$ cat config.mk
export PLATFORM = sky130hd
export DESIGN_NAME = switch_debounce
export DESIGN_NICKNAME = d
export VERILOG_FILES = /design/src/rtl/switch_debounce.sv
export SDC_FILE = /design/constraint.sdc
export NUM_CORES = 1
export LEC_CHECK = 0
export CAP_MARGIN = 30
export CELL_PAD_IN_SITES_DETAIL_PLACEMENT = 1
export CELL_PAD_IN_SITES_GLOBAL_PLACEMENT = 1
export CORE_ASPECT_RATIO = 0.7
export CORE_UTILIZATION = 43
export CTS_CLUSTER_SIZE = 10
export DETAILED_ROUTE_END_ITERATION = 16
export PLACE_DENSITY_LB_ADDON = 0.1
export SLEW_MARGIN = 30
export SYNTH_ARGS = -nofsm -noshare
export SYNTH_HDL_FRONTEND = slang
export SYNTH_SLANG_ARGS = --single-unit
$ cat constraint.sdc
create_clock -name clk -period 3.3 [get_ports clk]
set_clock_uncertainty 0.2 [all_clocks]
set_input_delay 0.66 -clock clk [delete_from_list [all_inputs] [get_ports clk]]
set_output_delay 0.66 -clock clk [all_outputs]
set_load 0.005 [all_outputs]
$ cat src/rtl/switch_debounce.sv
// Synchronises and debounces the slide-switch vector (as one group) and the confirm
// button, producing a stable switch value, a one-cycle confirm pulse and a sticky flag.
//
// state          | meaning
// ---------------+-----------------------------------------------------------
// ST_IDLE        | button released and settled, waiting for a press
// ST_PRESS_WAIT  | button seen high, counting the stable-high window
// ST_PRESSED     | press accepted (pulse issued), waiting for release
// ST_RELEASE_WAIT| button seen low, counting the stable-low window
module switch_debounce #(
    parameter int WIDTH     = 16,
    parameter int DB_CYCLES = 200000
) (
    input  logic             clk,
    input  logic             rst,
    input  logic [WIDTH-1:0] sw_raw,
    input  logic             btn_raw,
    input  logic             ack,
    output logic [WIDTH-1:0] sw_stable,
    output logic             confirm_pulse,
    output logic             confirm_pending
);

    localparam int            CW      = $clog2(DB_CYCLES);
    localparam logic [CW-1:0] CNT_MAX = CW'(DB_CYCLES - 1);
    localparam logic [CW-1:0] CNT_ONE = CW'(1);

    typedef enum logic [1:0] {
        ST_IDLE,
        ST_PRESS_WAIT,
        ST_PRESSED,
        ST_RELEASE_WAIT
    } state_t;

    logic [WIDTH-1:0] r_sw_s1;
    logic [WIDTH-1:0] r_sw_s2;
    logic             r_btn_s1;
    logic             r_btn_s2;
    logic [WIDTH-1:0] r_cand;
    logic [CW-1:0]    r_sw_cnt;
    logic [WIDTH-1:0] r_sw_stable;
    state_t           r_state;
    logic [CW-1:0]    r_btn_cnt;
    logic             r_confirm_pulse;
    logic             r_confirm_pending;

    assign sw_stable       = r_sw_stable;
    assign confirm_pulse   = r_confirm_pulse;
    assign confirm_pending = r_confirm_pending;

    always_ff @(posedge clk or negedge rst) begin
        if (!rst) begin
            r_sw_s1  <= '0;
            r_sw_s2  <= '0;
            r_btn_s1 <= 1'b0;
            r_btn_s2 <= 1'b0;
        end else begin
            r_sw_s1  <= sw_raw;
            r_sw_s2  <= r_sw_s1;
            r_btn_s1 <= btn_raw;
            r_btn_s2 <= r_btn_s1;
        end
    end

    // Any bit change restarts the whole window; the counter saturates so the
    // commit simply repeats with the same value while the input stays put.
    always_ff @(posedge clk or negedge rst) begin
        if (!rst) begin
            r_cand      <= '0;
            r_sw_cnt    <= '0;
            r_sw_stable <= '0;
        end else if (r_sw_s2 != r_cand) begin
            r_cand   <= r_sw_s2;
            r_sw_cnt <= '0;
        end else if (r_sw_cnt == CNT_MAX) begin
            r_sw_stable <= r_cand;
        end else begin
            r_sw_cnt <= r_sw_cnt + CNT_ONE;
        end
    end

    always_ff @(posedge clk or negedge rst) begin
        if (!rst) begin
            r_state         <= ST_IDLE;
            r_btn_cnt       <= '0;
            r_confirm_pulse <= 1'b0;
        end else begin
            r_confirm_pulse <= 1'b0;
            case (r_state)
                ST_IDLE: begin
                    if (r_btn_s2) begin
                        r_state   <= ST_PRESS_WAIT;
                        r_btn_cnt <= '0;
                    end
                end
                ST_PRESS_WAIT: begin
                    if (!r_btn_s2) begin
                        r_state <= ST_IDLE;
                    end else if (r_btn_cnt == CNT_MAX) begin
                        r_state         <= ST_PRESSED;
                        r_confirm_pulse <= 1'b1;
                    end else begin
                        r_btn_cnt <= r_btn_cnt + CNT_ONE;
                    end
                end
                ST_PRESSED: begin
                    if (!r_btn_s2) begin
                        r_state   <= ST_RELEASE_WAIT;
                        r_btn_cnt <= '0;
                    end
                end
                ST_RELEASE_WAIT: begin
                    // A bounce back high during release is the same press: no new pulse.
                    if (r_btn_s2) begin
                        r_state <= ST_PRESSED;
                    end else if (r_btn_cnt == CNT_MAX) begin
                        r_state <= ST_IDLE;
                    end else begin
                        r_btn_cnt <= r_btn_cnt + CNT_ONE;
                    end
                end
                default: r_state <= ST_IDLE;
            endcase
        end
    end

    always_ff @(posedge clk or negedge rst) begin
        if (!rst) begin
            r_confirm_pending <= 1'b0;
        end else if (r_confirm_pulse) begin
            r_confirm_pending <= 1'b1;
        end else if (ack) begin
            r_confirm_pending <= 1'b0;
        end
    end

endmodule

Yosys cells after proc, flatten, opt, wreduce, memory -nomap -nowiden
Index checks and enable logic that the tools add are counted.

Flip-flop bits (word level): 106. Input bits: 20. Word-level logic and storage cells: 52. Output and inout bits: 18.

Reduce and logical (&&, ||, !) cells: 5. Equality and inequality tests: 13. Muxes and demuxes: 20. Bitwise operators: 1. Add/sub/neg operators: 2.

Operators by type and width (count): $mux 18 (7); $pmux 18 s4 (1); $add 18x1->18 const B (2); $eq 18x18->1 const B (2); $ne 16x16->1 (1); $mux 2 (6); $ne 2x2->1 const B (5); $pmux 2 s4 (1); $reduce_and 4->1 (2); $ne 3x3->1 const B (2); $mux 1 (5); $eq 2x2->1 const B (2); $eq 2x1->1 const B (1); $logic_not 2->1 (1); $reduce_and 2->1 (1); $reduce_bool 2->1 (1); $not 1->1 (1).

Longest topological paths before layout
Depth after elaboration: 4. Gate-level depth with buffers: 8. Gate-level depth less buffers: 6.

Least setup slack after synthesis
No wires, ideal clock.

Kind: reg2reg. From: register r_sw_cnt[15]. To: register r_sw_stable[10], in the netlist sw_stable[10]. Buffers on the path: 2. Cell stages (with the launch flop): 8. Arrival time: 1.983 ns. Clock period less this slack: 2.308 ns. Data required time: 2.975 ns. Slack: 0.992 ns. Setup time: 0.125 ns. Cell sequence: dfrtp_1 -> or4_4 -> nor3_4 -> nand2_2 -> or2_1 -> buf_6 -> buf_12 -> mux2_4.

Cells in the longest elaborated chain, start to end: 2.

RTL lines: start: declaration (line 40) `logic [CW-1:0] r_sw_cnt;`; start signal: assignment (line 78) `r_sw_cnt <= r_sw_cnt + CNT_ONE;`; $eq 18x18->1 (line 75) `end else if (r_sw_cnt == CNT_MAX) begin`; $reduce_and 2->1 (no line); end signal: assignment (line 76) `r_sw_stable <= r_cand;`; end: declaration (line 41) `logic [WIDTH-1:0] r_sw_stable;`.

Every way passes these cells. A chain may end at the register's enable or synchronous reset.

Final worst setup path
From: register r_sw_cnt[15]. To: register r_sw_stable[6], in the netlist sw_stable[6].

Same word-level chain as after synthesis.

==> out/metrics.yaml <==
syn-num-nets: 352
core_area_um2: 9253
insertion_delay_ps: 340
finalNetCount: 384
leakagePower_nw: 2.157
yosysWarnings: 0
power.density_nw_per_um2: 508.6
end_kind: "flop"
ios: 38
wire_per_inst_um: 16.07
crit-reg2reg-launch: "r_sw_cnt[15]"
numClockSinks: 106
rsz0062_at_grt: "false"
crit_fanout: 16
start_util: 0.4511
mostFrequentLayoutCell: "dfrtp_1"
drc: 0
ys_ff_latch: 106
grt_usage: 0.1768
drv_slew: 0
yosysTopAreaCellShare: 0.6355
met1_usage: 0.2554
peakVddDrop_mv: 0.2666
root_buffer: "clkbuf_16"
worstRegToRegCells: 5
die_area_um2: 10110
yosys.area.top_type: "dfrtp_1"
cts.path.max_buffers: 2
busiest_layer: "met2"
gr-total-overflow: 0
io_buffer_count: 37
grt_pass1_wl_um: 13840
hp-start: "r_sw_s1[3]"
fmax_mhz: 382.5
tns_ps: 0
place_hpwl_um: 5476
avgSynthCellArea_um2: 12.65
drt_iter0_markers: 99
slowest_stage: "or2_1"
tightest_slew_ps: 920.2
max_cap_violations: 0
hp-class: "reg2reg"
slew_headroom: 0.3865
worstHoldPathCells: 0
die_y_um: 84.43
antennaDiodeCount: 0
gp_congestion: 0.7192
whs_ps: 150.7
grt_max_degree: 55
status: "completed"
synth_cell_type_count: 48
layout_common_cells: "dfrtp_1 (106), clkdlybuf4s50_1 (36), nor2_1 (31), xor2_1 (30), nand2_1 (17)"
ant_nets: 0
routed_wl_um: 7889
syn_inst: 330
drtPass1Iterations: 4
numCtsBuffers: 9
cp.arrival_ps: 2640
async_reset_ff_frac: 1.000
avgViaCountPerCell: 5.130
syn_area_um2: 4174
worstPathRequired_ps: 3330
ctsResizeCount: 0
cp-start-kind: "flop"
met2_usage: 0.2659
clk_pin_slew_ps: 80
synth.yosys.seq_area_share: 0.6355
synthFlopType: "dfrtp_1"
post_cts_buffers: 0
cp_cell_sequence: "or4_4 -> nor3_4 -> nand2_2 -> or2_1 -> mux2_4"
row_count: 29
die_x_um: 119.8
num_vias: 2519
drive_above_1_share: 0.1335
synth_area_leaders: "dfrtp_1 (64%), xor2_1 (6.3%), mux2_4 (3.6%)"
crit_start: "r_sw_cnt[15]"
htree_levels: 3
areaGrowthSynthToFinish_pct: 18.41
grt_antenna_before_repair: 0
max_stage_delay_ps: 580
grt_pass1_vias: 2716
hold_buffers: 1
grt.met3_usage: 0.04280
synth_enable_flop_cells: 0
hold_viol: 0
finalSetupViolCount: 0
nFillCells: 944
min_period_ps: 2614
cts_tree: "built"
critPathKind: "reg2reg"
fin_crit_sh: 0.7921
-- worst max-delay path, delay by kind of cell (launching register included) --
kind	cells	cell delay [ps]
flops	1	420
mux	1	430
simple gates	4	1460
-- cell type report --
class | count | area [um2] | area share
clock buffer | 9 | 225.2 | 0.04557
clock inverter | 7 | 82.58 | 0.01671
inverter | 3 | 11.26 | 0.002278
multi-input combinational | 200 | 1408 | 0.2848
sequential | 106 | 2653 | 0.5367
tap | 124 | 155.1 | 0.03139
timing repair buffer | 42 | 407.9 | 0.08253
-- sequential cells by signal, indices dropped and copies added (netlist names), named ones only --
register and flops:
r_btn_cnt 18, r_sw_cnt 18, r_cand 16, r_sw_s1 16, r_sw_s2 16, sw_stable 16, confirm_pending 1, confirm_pulse 1
r_btn_s1 1, r_btn_s2 1, r_state 1
-- power by group --
group	switching (W)	internal, W
logic	0.0000483	0.0000406
registers	0.0000277	0.00134
clock network	0.000519	0.000542
total	0.000595	0.00192
-- Yosys cell counts, types with 4 or more instances --
library cell	count
dfrtp_1	106
nor2_1	31
xor2_1	30
clkbuf_1	19
nand2_1	17
nand3_1	13
mux2_4	10
a21oi_1	9
mux2_2	9
nor3_1	8
o21ai_0	8
nand4_1	7
xnor2_1	7
nor4_1	5
a22o_1	4
a31oi_1	4
-- path summary, 6_finish.rpt --
| check | endpoint | slack [ps] |
|---|---|---|
| worst max-delay path | sw_stable[6] | 690 |
| worst max register to register | sw_stable[6] | 690 |
| worst min register to register | r_sw_s2[3] | 150 |
| worst min-delay path | r_sw_s2[3] | 150 |
| min in group asynchronous | r_cand[4] | 430 |
| max in group asynchronous | r_btn_cnt[12] | 1650 |
-- cells by family (layout without fill, tap and decap cells) --
logic type | after synthesis | after routing | share of synthesized area
AND/OR/NAND/NOR | 106 | 106 | 0.1373
multiplexers | 21 | 21 | 0.06505
buffers and inverters | 24 | 61 | 0.02728
AO/OA/AOI/OAI | 34 | 34 | 0.05126
XOR/XNOR | 37 | 37 | 0.07764
flip-flops | 106 | 106 | 0.6355
adder cells (fa/ha/maj) | 2 | 2 | 0.005994
-- per-layer routing --
layer  wire length [um]  part of all wire
met1               3946              0.50
met2               3627              0.46
met3                238             0.030
met4                 77            0.0098
met5                  0                 0
-- through the flow --
step,area (um2),total power [W],setup slack (ps),utilization,std cells
after CTS,4942,0.002558,649.0,0.5341,491
after floorplan,4174,0.001419,992.2,-,330
after detailed placement,4624,0.001481,664.1,0.4998,474
final,4942,0.002514,685.9,0.5341,491
after global routing,4942,0.002624,559.9,0.5341,491
after global placement,4624,0.001475,717.7,0.4998,474
No activity file was read; power rests on OpenSTA's default activity.
